File: config.mk
export PLATFORM = sky130hd
export DESIGN_NAME = pbit_group_scheduler
export DESIGN_NICKNAME = d
export VERILOG_FILES = /design/src/rtl/pbit_group_scheduler.sv
export SDC_FILE = /design/constraint.sdc
export NUM_CORES = 1
export LEC_CHECK = 0
export BUFFER_PORTS_ARGS = -buffer_cell sky130_fd_sc_hd__buf_2
export CORE_MARGIN = 1
export CORE_UTILIZATION = 45
export CTS_CLUSTER_DIAMETER = 80
export DETAILED_ROUTE_END_ITERATION = 7
export PLACE_DENSITY = 0.71
export SYNTH_ARGS = -nofsm -noshare
export SYNTH_HDL_FRONTEND = slang
export SYNTH_SLANG_ARGS = --single-unit
export TNS_END_PERCENT = 100
File: constraint.sdc
create_clock -name clk -period 2.8 [get_ports clk]
set_input_delay 0.56 -clock clk [delete_from_list [all_inputs] [get_ports clk]]
set_output_delay 0.56 -clock clk [all_outputs]
set_load 0.03 [all_outputs]
File: src/rtl/pbit_group_scheduler.sv
// rtl/pbit_group_scheduler.sv - colour-group update sequencer for a graph-coloured p-bit network
//
// Steps group_EN through colour groups 0..NUM_GROUPS-1. Each slot is one
// update_en cycle followed by settle_cycles idle cycles. Counts full sweeps,
// pulses sweep_done at every sweep boundary and pulses done at end of run.
//
// Ports:
//   clk, rst_n      clock, asynchronous active-low reset
//   start           begin a run (sampled only in IDLE)
//   stop            end the run at the next sweep boundary
//   pause           freeze sequencing while high (UPD/SETTLE only)
//   num_sweeps      sweep target N, latched on accepted start
//   settle_cycles   settle length S, latched on accepted start
//   group_EN        current colour group to the LUT select
//   update_en       p-bit update strobe for the selected group
//   sweep_done      one-cycle pulse per completed sweep
//   sweep_count     completed sweeps in the current or last run
//   busy            run in progress
//   done            one-cycle pulse at end of run
module pbit_group_scheduler #(
    parameter int NUM_GROUPS = 4,
    parameter int SWEEP_W    = 16,
    parameter int SETTLE_W   = 8
) (
    input  logic                clk,
    input  logic                rst_n,
    input  logic                start,
    input  logic                stop,
    input  logic                pause,
    input  logic [SWEEP_W-1:0]  num_sweeps,
    input  logic [SETTLE_W-1:0] settle_cycles,
    output logic [2:0]          group_EN,
    output logic                update_en,
    output logic                sweep_done,
    output logic [SWEEP_W-1:0]  sweep_count,
    output logic                busy,
    output logic                done
);

    typedef enum logic [1:0] {
        S_IDLE,
        S_UPD,
        S_SETTLE,
        S_DONE
    } state_t;

    localparam logic [2:0] LAST_GROUP = 3'(NUM_GROUPS - 1);

    state_t              r_state;
    logic [SWEEP_W-1:0]  r_num_sweeps;
    logic [SETTLE_W-1:0] r_settle;
    logic [SETTLE_W-1:0] r_settle_cnt;
    logic [2:0]          r_group;
    logic                r_update_en;
    logic                r_sweep_done;
    logic [SWEEP_W-1:0]  r_sweep_count;
    logic                r_busy;
    logic                r_done;
    logic                r_stop_pending;

    logic                w_advance;
    logic                w_last_group;
    logic [SWEEP_W-1:0]  w_count_inc;
    logic                w_run_end;

    // A slot ends either straight out of a completed update cycle (S=0) or on
    // the last settle cycle. r_update_en low in UPD means the update was
    // frozen by pause and still has to be reissued, so no advance yet.
    assign w_advance = !pause &&
                       (((r_state == S_UPD) && r_update_en && (r_settle == '0)) ||
                        ((r_state == S_SETTLE) && (r_settle_cnt <= SETTLE_W'(1))));

    assign w_last_group = (r_group == LAST_GROUP);
    assign w_count_inc  = (&r_sweep_count) ? r_sweep_count : r_sweep_count + SWEEP_W'(1);
    assign w_run_end    = (w_count_inc == r_num_sweeps) || r_stop_pending;

    always_ff @(posedge clk or negedge rst_n) begin
        if (!rst_n) begin
            r_state        <= S_IDLE;
            r_num_sweeps   <= '0;
            r_settle       <= '0;
            r_settle_cnt   <= '0;
            r_group        <= '0;
            r_update_en    <= 1'b0;
            r_sweep_done   <= 1'b0;
            r_sweep_count  <= '0;
            r_busy         <= 1'b0;
            r_done         <= 1'b0;
            r_stop_pending <= 1'b0;
        end else begin
            r_sweep_done <= 1'b0;
            r_done       <= 1'b0;
            if (r_busy && stop) begin
                r_stop_pending <= 1'b1;
            end

            case (r_state)
                S_IDLE: begin
                    if (start) begin
                        r_num_sweeps  <= num_sweeps;
                        r_settle      <= settle_cycles;
                        r_sweep_count <= '0;
                        r_group       <= '0;
                        if (num_sweeps == '0) begin
                            r_state <= S_DONE;
                            r_done  <= 1'b1;
                        end else begin
                            r_state     <= S_UPD;
                            r_update_en <= 1'b1;
                            r_busy      <= 1'b1;
                        end
                    end
                end
                S_UPD: begin
                    if (pause) begin
                        r_update_en <= 1'b0;
                    end else if (!r_update_en) begin
                        // reissue the update cycle that pause suppressed
                        r_update_en <= 1'b1;
                    end else if (r_settle != '0) begin
                        r_state      <= S_SETTLE;
                        r_settle_cnt <= r_settle;
                        r_update_en  <= 1'b0;
                    end
                end
                S_SETTLE: begin
                    if (!pause && !w_advance) begin
                        r_settle_cnt <= r_settle_cnt - SETTLE_W'(1);
                    end
                end
                S_DONE: begin
                    r_state        <= S_IDLE;
                    r_stop_pending <= 1'b0;
                end
                default: r_state <= S_IDLE;
            endcase

            if (w_advance) begin
                if (!w_last_group) begin
                    r_group     <= r_group + 3'd1;
                    r_state     <= S_UPD;
                    r_update_en <= 1'b1;
                end else begin
                    r_group       <= '0;
                    r_sweep_count <= w_count_inc;
                    r_sweep_done  <= 1'b1;
                    if (w_run_end) begin
                        r_state     <= S_DONE;
                        r_done      <= 1'b1;
                        r_busy      <= 1'b0;
                        r_update_en <= 1'b0;
                    end else begin
                        r_state     <= S_UPD;
                        r_update_en <= 1'b1;
                    end
                end
            end
        end
    end

    assign group_EN    = r_group;
    assign update_en   = r_update_en;
    assign sweep_done  = r_sweep_done;
    assign sweep_count = r_sweep_count;
    assign busy        = r_busy;
    assign done        = r_done;

endmodule

# [Word-level counts from Yosys, hierarchy flattened]
# Index checks and enable logic that the tools add are counted.
[op_classes] mux=48 addsub=3 n_reduce_logical=26 magnitude_cmp=1 n_eq_ne=14
[ops] operator="$mux W16" n=5
[ops] operator="$mux W8" n=4
[ops] operator="$mux W1" n=24
[ops] operator="$add A16 B1 Y16 const B" n=1
[ops] operator="$eq A16 B16 Y1" n=1
[ops] operator="$logic_not A16 Y1" n=1
[ops] operator="$mux W2" n=8
[ops] operator="$pmux W8 S2" n=1
[ops] operator="$reduce_and A16 Y1" n=1
[ops] operator="$mux W3" n=4
[ops] operator="$ne A3 B3 Y1 const B" n=4
[ops] operator="$reduce_and A5 Y1" n=2
[ops] operator="$le A8 B1 Y1 const B" n=1
[ops] operator="$logic_not A8 Y1" n=1
[ops] operator="$reduce_bool A2 Y1" n=4
[ops] operator="$reduce_bool A8 Y1" n=1
[ops] operator="$sub A8 B1 Y8 const B" n=1
[ops] operator="$logic_and A1 B1 Y1" n=6
[ops] operator="$pmux W2 S3" n=1
[ops] operator="$eq A2 B2 Y1 const B" n=2
[ops] operator="$ne A2 B1 Y1 const B" n=2
[ops] operator="$ne A2 B2 Y1 const B" n=2
[ops] operator="$reduce_and A2 Y1" n=2
[ops] operator="$reduce_bool A4 Y1" n=1
[ops] operator="other kinds (10)" n=12
[word_totals] register_bits=58 inputBits=29 out_inout_bits=23 elab_cells=103

# [Logic depth before layout (Yosys ltp)]
# Gate-level depths: netlist (run 1).
[depth] depth_word=9 mapped_depth=11 mapped_depth_nobuf=10

# [Least setup slack after synthesis (run 1)]
# No wires, ideal clock.
[synth_timing] path_type="register to register" start="register r_sweep_count[0] (netlist: sweep_count[0])" end="register r_update_en (netlist: update_en)" setup_ns=0.128 required_time_ns=2.672 path_slack_ns=0.102 path_stages_with_launch=11 t_arrival_ns=2.570 path_buffers=1 synth_period_minus_slack_ns=2.698 path_cell_list="dfrtp_1 > ha_1 > clkbuf_2 > and4_1 > nand2_1 > or2_2 > xnor2_1 > a2111oi_2 > nand4_1 > a211oi_1 > nor3_1"
[synth_between] elab_chain_len=7 elab_cells_between_ends=8 classes_between="add/sub (1); eq/ne (1); mux (4); reduce/logical (2)"
[synth_rtl] item="start, declared" line_no="56" text="logic [SWEEP_W-1:0] r_sweep_count;"
[synth_rtl] item="start signal, assigned" line_no="145" text="r_sweep_count <= w_count_inc;"
[synth_rtl] item="$add A16 B1 Y16 or $reduce_and A16 Y1 (tied branches)" line_no="74" text="assign w_count_inc = (&r_sweep_count) ? r_sweep_count : r_sweep_count + SWEEP_W'(1);"
[synth_rtl] item="$mux W16 (*)" line_no="74"
[synth_rtl] item="$eq A16 B16 Y1 (*)" line_no="75" text="assign w_run_end = (w_count_inc == r_num_sweeps) || r_stop_pending;"
[synth_rtl] item="$logic_or A1 B1 Y1 (*)" line_no="75"
[synth_rtl] item="$mux W1 (*)" line_no="147" text="if (w_run_end) begin"
[synth_rtl] item="$mux W1 (*)" line_no="139" text="if (!w_last_group) begin"
[synth_rtl] item="$mux W1 (*)" line_no="138" text="if (w_advance) begin"
[synth_rtl] item="end signal, assigned" line_no="142" text="r_update_en <= 1'b1;"
[synth_rtl] item="end signal, assigned" line_no="151" text="r_update_en <= 1'b0;"
[synth_rtl] item="end signal, assigned" line_no="154" text="r_update_en <= 1'b1;"
[synth_rtl] item="end, declared" line_no="54" text="logic r_update_en;"
# Every way passes the cells marked *; elsewhere a longest branch is shown, timed or not.
# A chain may end at the register's enable or synchronous reset.

# [Final worst setup path (run 1)]
# Same ends and word-level chain as after synthesis.

==> key figures, run 1 <==
Yosys
  – Main combinational cell family by area after synthesis: simple AND/OR/NAND/NOR gates
  – Adder-cell area share of the yosys netlist: around 2.8%
  – Synth Area in Compound Gates: between 10% and 20%
  – Mean area per synthesized cell: slightly below 10 um^2
  – Number of flops mapped to enable cells by yosys: 0
  – Number of synthesized register bits: between 50 and 60
  – Warnings, synthesis: 0
  – Area share of and/or/nand/nor cells after synthesis: 22.96%
  – Synth unique cells: 61
  – Mux cell area share after synthesis: approximately 8.2%
  – Main synth FF type: dfrtp_1
  – Post-synthesis xor/xnor area fraction: 4.930%
  – Synthesized area: roughly 3600 um^2
  – Fraction of registers with async set/reset: between 90% and 100%
  – Post-synthesis instance total: ~370
  – Sequential area share after synthesis: about two fifths
  – Syn nets: ~410

Global route
  – Pin count of the biggest net entering global routing: 27
  – Number of global-route vias before repair: 2935
  – First-pass GRT wire length: about 15 mm
  – Initial antenna violation count: 0
  – Global-route congestion overflow total: 0
  – Total GRT Usage: a little under a quarter

Timing
  – Worst Skew: 0.01092 ns
  – Fin crit share: 95.80%
  – Final setup fails: 0
  – Final Worst Setup Slack: about 0.12 ns
  – Final Max Slew Viols: 0
  – Slew at the pin with the worst max-slew slack: around 0.73 ns
  – Fin Setup TNS: 0 ns
  – Fin Hold WS: 0.08967 ns
  – Fmax: approximately 370 MHz
  – RSZ-0062 raised after global routing: false
  – Min Tclk post-route: approximately 2.7 ns
  – Final hold vios: 0
  – Relative slew slack: between 50% and 60%

Worst setup path
  – CP Cell Sequence: ha_2, and4_1, nand2_1, or2_2, xnor2_1, a2111oi_2, nand4_1, a211oi_1, nor3_1
  – Crit end category: register
  – Reg-to-Reg Start: sweep_count[0]
  – Worst Setup Start Kind: register
  – Critical Path Stages: 9
  – Crit path max-delay cell type: dfrtp_1
  – Critical path peak fanout: 8
  – Data required, critical path: slightly above 3 ns
  – Crit path kind: reg -> reg
  – Critical Path AT: slightly below 3 ns
  – CP max stage delay: between 0.3 and 0.4 ns
  – CP Buf/Inv Count: 0
  – Largest delay share family, worst path: simple AND/OR/NAND/NOR gates
  – Critical Path Start: sweep_count[0]
  – Reg2reg path depth: 9

Die
  – Overall die width: about 91 um
  – Die height: between 90 and 100 um
  – Die area: just over 8000 um^2
  – IO Pins: between 50 and 60
  – Starting density of the core: a little under half
  – Core area: just under 8000 um^2
  – # rows: 32

Power and ir drop
  – Peak supply drop: about 0.0005 V
  – PD cells: approximately 770 nW/um^2
  – Leak Pwr: about 1.9 nW

Clocking
  – CTS resizes: 0
  – Clk pin slew, worst setup/hold paths: roughly 0.07 ns
  – Hold buffer count at cts: 0
  – Clock net sink count: 58
  – Postcts setup bufs: 0
  – CTS Root Cell: clkbuf_8
  – H-tree depth: 3
  – Clock latency on the worst-skew pair: around 0.35 ns
  – TritonCTS clock tree: yes
  – Maximum buffer depth of the clock tree: 2
  – TritonCTS Buffers: 9

Layout
  – FF+latch area: 1451 um^2
  – Ant diodes: 0
  – Syn-to-layout area delta: 17.29%
  – Multi-input logic area: between 1500 and 2000 um^2
  – Nets: between 400 and 500
  – Fraction of layout cells with a size suffix above 1: approximately 29%
  – Fill cells: approximately 730

Drt
  – Drt pass-1 iters: 4
  – Average wire per standard cell: approximately 17 um
  – DRT antenna net count: 0
  – Routed wire length: ~9.3 mm
  – Total number of vias: 3174
  – Vias per cell: 5.900
  – DRT iter0 DRCs: between 300 and 400
  – Drc violations: 0

Place
  – Port bufs: between 50 and 60
  – Final GP Congestion: between 0.9 and 1
  – Post-DP HPWL: between 7 and 8 mm
  – Pre-CTS setup slack: between 0.07 and 0.08 ns

Hold path
  – Worst min path class: in -> async

Job
  – Max-Cap Viols: 0

Status
  – Status: completed
metal layers:
metal  track usage (%)  part of all wire [%]  vias to the layer above
met5                 0                     0                        -
met4             7.540                   1.2                        0
met3             5.387                   5.7                       12
met2             35.04                    46                       95
met1             33.78                    47                     1559
li1                  -                     -                     1508
synthesized netlist by cell type, drive strengths merged, types with 6 or more instances:
cell	count	area, um^2
o31ai	6	45.04
nand2	27	103.9
inv	12	45.04
nand4	12	111.4
nor2	26	97.59
nor4	13	93.84
ha	8	100.1
nor3	10	60.06
and3	10	62.56
dfrtp	58	1451
xnor2	16	140.1
mux2	24	270.3
a21oi	25	132.6
nand3	12	77.58
buf	13	75.06
o21ai	24	120.1
and4	8	70.07
report_power, final:
group          switching, mW  internal [mW]
Combinational          0.601          0.591
Sequential             0.250           1.11
Clock                  0.337          0.332
kinds of logic (layout without fill, tap and decap cells):
kind of cell,Yosys count,count (layout)
and+or+nand+nor,137,137
AOI/OAI and AO/OA,89,89
DFF,58,58
buffers and inverters,30,98
muxes,26,26
xor gates and xnor gates,20,20
adders and majority gates,8,8
layout by cell type, fill, tap and decap left out, drive strengths merged, types with 4 or more instances in the layout:
master / n
a21oi: 25
a311oi: 4
and3: 10
and4: 8
buf: 72
clkbuf: 11
dfrtp: 58
ha: 8
inv: 12
mux2: 24
nand2: 27
nand3: 12
nand4: 12
nor2: 26
nor2b: 5
nor3: 10
nor4: 13
o21ai: 24
o22ai: 5
o31ai: 6
or3: 4
xnor2: 16
xor2: 4
path summary, 6_finish.rpt:
path / endpoint / slack (ns)
min in group clk: r_settle[1] / 0.43
max in group asynchronous: r_settle[0] / 2.06
min: sweep_count[2] / 0.09
max: update_en / 0.12
min reg2reg: r_num_sweeps[10] / 0.53
max reg2reg: update_en / 0.12
final cells by class:
| cell class | instances | area share [%] |
|---|---|---|
| Clock buffer | 11 | 3.392 |
| Clock inverter | 3 | 0.4203 |
| Inverter | 12 | 1.081 |
| Multi-Input combinational cell | 280 | 47.31 |
| Sequential cell | 58 | 34.82 |
| Tap cell | 102 | 3.062 |
| Timing Repair Buffer | 72 | 9.907 |
through the flow:
stage,util (%),cell area (um^2),power [mW],cells
after floorplan,-,3553,2.240,368
after global placement,52.02,3999,2.527,524
after detailed placement,52.02,3999,2.567,524
after CTS,54.09,4158,3.231,538
after global routing,54.22,4168,3.433,538
final,54.22,4168,3.226,538
flip-flops by register name (all words and copies together) (netlist names):
signal and count:
done 1, r_state 2, busy 1, group_EN 3, sweep_count 16, r_settle_cnt 8, r_settle 8, sweep_done 1
r_stop_pending 1, r_num_sweeps 16, update_en 1
(Power assumes the default switching activity.)
==> run 2, diff against run 1 <==
==> constraint.sdc (replaced) <==
create_clock -name clk -period 3.4 [get_ports clk]
set_input_delay 0.68 -clock clk [delete_from_list [all_inputs] [get_ports clk]]
set_output_delay 0.68 -clock clk [all_outputs]
set_load 0.03 [all_outputs]
==> run 2 against run 1 <==
Effect of this change:
- worst hold slack improved by 0.21 ns
- non-clock buffer count fell by 15
- final area fell by 1.5%
- fmax fell by 5.7%
- critical endpoint unchanged
==> key figures, run 2 (same netlist as run 1, synthesis figures left out) <==
Layout
  – Most frequent cells in the layout: 58 x dfrtp_1, 51 x buf_2, 26 x nor2_1, 26 x nand2_1
  – Final Cell Area: around 4000 um^2
  – Syn-to-layout area delta: 15.53%
  – Fraction of layout cells with a size suffix above 1: a little over a quarter
  – Most common cell after layout, fill and taps aside: dfrtp_1
  – Nets: approximately 460
  – Ant diodes: 0

Status
  – Status: completed

Timing
  – Final Max Slew Viols: 0
  – Fin crit share: a little over four fifths
  – Final setup fails: 0
  – Fmax: approximately 350 MHz
  – Relative slew slack: between 40% and 50%
  – Min Tclk post-route: 2.846 ns
  – RSZ-0062 raised after global routing: false
  – Fin Setup TNS: 0 ns
  – Worst Skew: about 0.010 ns
  – Final hold vios: 0
  – Slew at the pin with the worst max-slew slack: around 0.8 ns

Global route
  – Global-route congestion overflow total: 0
  – First-pass GRT wire length: ~15 mm
  – Initial antenna violation count: 0
  – Total GRT Usage: 23.47%
  – Pin count of the biggest net entering global routing: 37
  – Number of global-route vias before repair: 2923

Die
  – Die height: about 90 um
  – Overall die width: between 90 and 100 um
  – Starting density of the core: 46.22%
  – Core area: approximately 7700 um^2
  – Die area: just over 8000 um^2
  – # rows: 32
  – IO Pins: 52

Clocking
  – CTS Root Cell: clkbuf_8
  – CTS resizes: 0
  – Clock latency on the worst-skew pair: about 0.35 ns
  – Clock net sink count: 58
  – Postcts setup bufs: 0
  – H-tree depth: 3
  – Clk pin slew, worst setup/hold paths: around 0.07 ns
  – TritonCTS clock tree: yes
  – TritonCTS Buffers: 9
  – Hold buffer count at cts: 0
  – Maximum buffer depth of the clock tree: 2

Drt
  – Routed wire length: 9.259 mm
  – DRT iter0 DRCs: 249
  – DRT antenna net count: 0
  – Total number of vias: 3150
  – Average wire per standard cell: approximately 18 um
  – Drc violations: 0
  – Vias per cell: about 6
  – Drt pass-1 iters: 4

Power and ir drop
  – PD cells: 688.5 nW/um^2
  – Peak supply drop: 0.0004037 V
  – Leak Pwr: between 1.5 and 2 nW

Place
  – Final GP Congestion: about 0.9
  – Post-DP HPWL: roughly 6.9 mm
  – Port bufs: about 50
  – Placed Area: approximately 4000 um^2

Worst setup path
  – Crit path kind: reg -> reg
  – Critical path peak fanout: 8
  – Worst Setup Start Kind: register
  – Data required, critical path: roughly 3.6 ns
  – Crit end category: register
  – Critical Path AT: about 3 ns
  – R2R Setup Slk: approximately 0.55 ns

Job
  – Max-Cap Viols: 0

Hold path
  – Worst min path class: in -> async
==> run 2: changes by cell type in the layout (fill, tap and decap cells not counted), sizes merged <==
cell	previous run	this run
bufinv	0	2
buf	72	57
==> run 2: cell type report <==
cell class	instances	area [um^2]
tap	102	127.6
inverter	12	45.04
multi-input combinational	280	1962
fill	728	3582
clock inverter	5	77.57
sequential	58	1451
clock buffer	11	141.4
timing repair buffer	57	300.3
==> run 2: final timing paths <==
| kind | start | end | cells after the start |
|---|---|---|---|
| max | sweep_count[1] | update_en | 9 |
| min | rst_n | sweep_count[8] | 1 |
| max reg2reg | sweep_count[1] | update_en | 9 |
| min reg2reg | r_stop_pending | r_stop_pending | 2 |
| max in group asynchronous | rst_n | r_state[1] | 2 |
| min in group clk | r_stop_pending | r_stop_pending | 2 |
==> run 2: metal layers <==
layer  routed length [um]  share of wire, %  global-route usage [%]  vias to the layer above
met3                  649               7.0                   7.323                       17
met4                  198               2.1                   9.656                        0
li1                     -                 -                       -                     1484
met2                 4171                45                   35.10                      124
met1                 4240                46                   31.45                     1525
met5                    0                 0                       0                        -
==> run 2: stage by stage <==
step / setup WS, ns / util, % / instances / hold WS, ns / power (mW)
detailed placement: 0.5900 / 50.55 / 509 / 0.4979 / 2.104
floorplan: 0.7017 / - / 368 / 0.3844 / 1.844
global placement: 0.6261 / 50.55 / 509 / 0.4879 / 2.067
finish: 0.5544 / 53.40 / 525 / 0.3028 / 2.827
CTS: 0.5645 / 53.40 / 525 / 0.3202 / 2.831
global route: 0.2670 / 53.40 / 525 / 0.3356 / 3.000
==> run 2: critical path: stages (launching register included) <==
cell and delay (ns):
dfrtp_1 0.46, ha_1 0.40, and4_1 0.33, nand2_1 0.13, or2_2 0.34, xnor2_1 0.14, a2111oi_2 0.35, nand4_1 0.22
a211oi_1 0.28, nor3_1 0.08
==> run 2: power by group <==
part	internal, mW	total [mW]	switching, mW
Clock	0.430	0.724	0.294
Combinational	0.474	0.973	0.499
Sequential	0.917	1.13	0.211
==> run 3, diff against run 2 <==
==> constraint.sdc (replaced) <==
create_clock -name clk -period 2.9 [get_ports clk]
set_input_delay 0.58 -clock clk [delete_from_list [all_inputs] [get_ports clk]]
set_output_delay 0.58 -clock clk [all_outputs]
set_load 0.03 [all_outputs]
==> run 3 against run 2 <==
Effect of this change:
- critical path depth unchanged
- first-iteration DRC count decreased by 25%
- worst hold slack got worse by 0.070 ns
- setup slack got worse by 0.41 ns
- critical endpoint is now r_state[1]
- largest power group unchanged
- highest routed layer unchanged
==> key figures, run 3 (same netlist as run 1, synthesis figures left out) <==
Die
  – Die height: about 91 um
  – Overall die width: approximately 91 um
  – IO Pins: 52
  – Core area: a little under 8000 um^2
  – Die area: between 8000 and 9000 um^2
  – # rows: 32
  – Starting density of the core: a little under half

Clocking
  – Postcts setup bufs: 0
  – Clock net sink count: 58
  – Maximum buffer depth of the clock tree: 2
  – TritonCTS Buffers: 9
  – CTS Root Cell: clkbuf_8
  – Clk pin slew, worst setup/hold paths: roughly 0.080 ns
  – Clock latency on the worst-skew pair: about 0.34 ns
  – CTS resizes: 0
  – TritonCTS clock tree: yes
  – Hold buffer count at cts: 0
  – H-tree depth: 3

Place
  – Placed Area: 3954 um^2
  – Final GP Congestion: 0.8881
  – Port bufs: between 50 and 60
  – Post-DP HPWL: ~7.0 mm
  – Dpl cells: 518
  – Pre-CTS setup slack: about 0.17 ns

Global route
  – Total GRT Usage: roughly a quarter
  – Met3 GRT Util: under 10%
  – Busiest grt layer: met2
  – First-pass GRT wire length: 15.58 mm
  – Pin count of the biggest net entering global routing: 35
  – Number of global-route vias before repair: slightly above 3000
  – Global-route congestion overflow total: 0
  – Met2 GRT Util: about two fifths
  – Met1 Track Usage GR: between 30% and 40%
  – Initial antenna violation count: 0

Power and ir drop
  – PD cells: 773.8 nW/um^2
  – Peak supply drop: just over 0.0004 V
  – Leak Pwr: around 1.8 nW
  – Pwr Total: ~3.2 mW

Worst setup path
  – Reg-to-Reg Start: sweep_count[1]
  – Reg2reg end: r_state[1]
  – Crit end category: register
  – Data required, critical path: between 3 and 4 ns
  – Reg2reg path depth: 9
  – Crit path kind: reg -> reg
  – Critical Path AT: ~3 ns
  – Critical path peak fanout: 9
  – Worst Setup Start Kind: register
  – R2R Setup Slk: 0.14 ns

Timing
  – Final hold vios: 0
  – Worst Skew: 0.01293 ns
  – RSZ-0062 raised after global routing: false
  – Fin crit share: between 90% and 100%
  – Final setup fails: 0
  – Fmax: around 360 MHz
  – Slew at the pin with the worst max-slew slack: between 0.6 and 0.7 ns
  – Fin Setup TNS: 0 ns
  – Fin Hold WS: 0.2327 ns
  – Relative slew slack: between 50% and 60%
  – Min Tclk post-route: about 2.8 ns
  – Final Max Slew Viols: 0
  – Final Worst Setup Slack: roughly 0.14 ns

Layout
  – Most common cell after layout, fill and taps aside: dfrtp_1
  – Nets: 464
  – Syn-to-layout area delta: 16.73%
  – Most frequent cells in the layout: 58 x dfrtp_1, 51 x buf_2, 26 x nor2_1, 26 x nand2_1
  – Final Cell Area: between 4000 and 5000 um^2
  – Fraction of layout cells with a size suffix above 1: 27.55%
  – Fin util: between 50% and 60%
  – Post-Layout Cell Count: ~530
  – Ant diodes: 0
  – Fill cells: around 750

Job
  – Max-Cap Viols: 0

Drt
  – Total number of vias: about 3100
  – Routed wire length: 9.376 mm
  – Drt pass-1 iters: 5
  – DRT iter0 DRCs: around 190
  – Average wire per standard cell: 17.56 um
  – DRT antenna net count: 0
  – Drc violations: 0
  – Vias per cell: slightly below 6

Status
  – Status: completed

Hold path
  – Worst min path class: in -> async
## run 3: layout make-up
type | instances | area (um^2) | area share [%]
repair buffers | 66 | 367.9 | 8.869
flip-flops and latches | 58 | 1451 | 34.99
multi-input cells | 280 | 1962 | 47.30
clock buffers | 10 | 127.6 | 3.077
inverters | 12 | 45.04 | 1.086
well taps | 102 | 127.6 | 3.077
clock inverters | 6 | 66.31 | 1.599
## run 3: metal layers
layer | vias to the layer above | wire, um
li1 | 1492 | -
met1 | 1546 | 4294
met2 | 101 | 4406
met3 | 4 | 623
met4 | 0 | 52
met5 | - | 0
## run 3: worst max-delay path, cell delays in order (launching register included)
cell and delay, ns:
dfrtp_1 0.36, ha_1 0.33, nand4_4 0.21, o41ai_1 0.52, xnor2_1 0.18, nand3b_1 0.09
nor4_1 0.35, nand4_1 0.24, a21oi_2 0.25, o32a_1 0.18
## run 3: worst max-delay path by stage
| stage | cells after the start | start | slack, ns | to |
|---|---|---|---|---|
| floorplan | 10 | sweep_count[0] | 0.20 | update_en |
| global placement | 9 | sweep_count[0] | 0.28 | update_en |
| detailed placement | 9 | sweep_count[1] | 0.17 | update_en |
| CTS | 9 | sweep_count[1] | 0.16 | update_en |
| global route | 9 | sweep_count[1] | 0.06 | r_state[1] |
| finish | 9 | sweep_count[1] | 0.14 | r_state[1] |
## run 3: where the power goes
group	switching, mW	total, mW	internal [mW]
clock	0.341	0.739	0.398
sequential	0.237	1.31	1.08
combinational	0.593	1.16	0.565
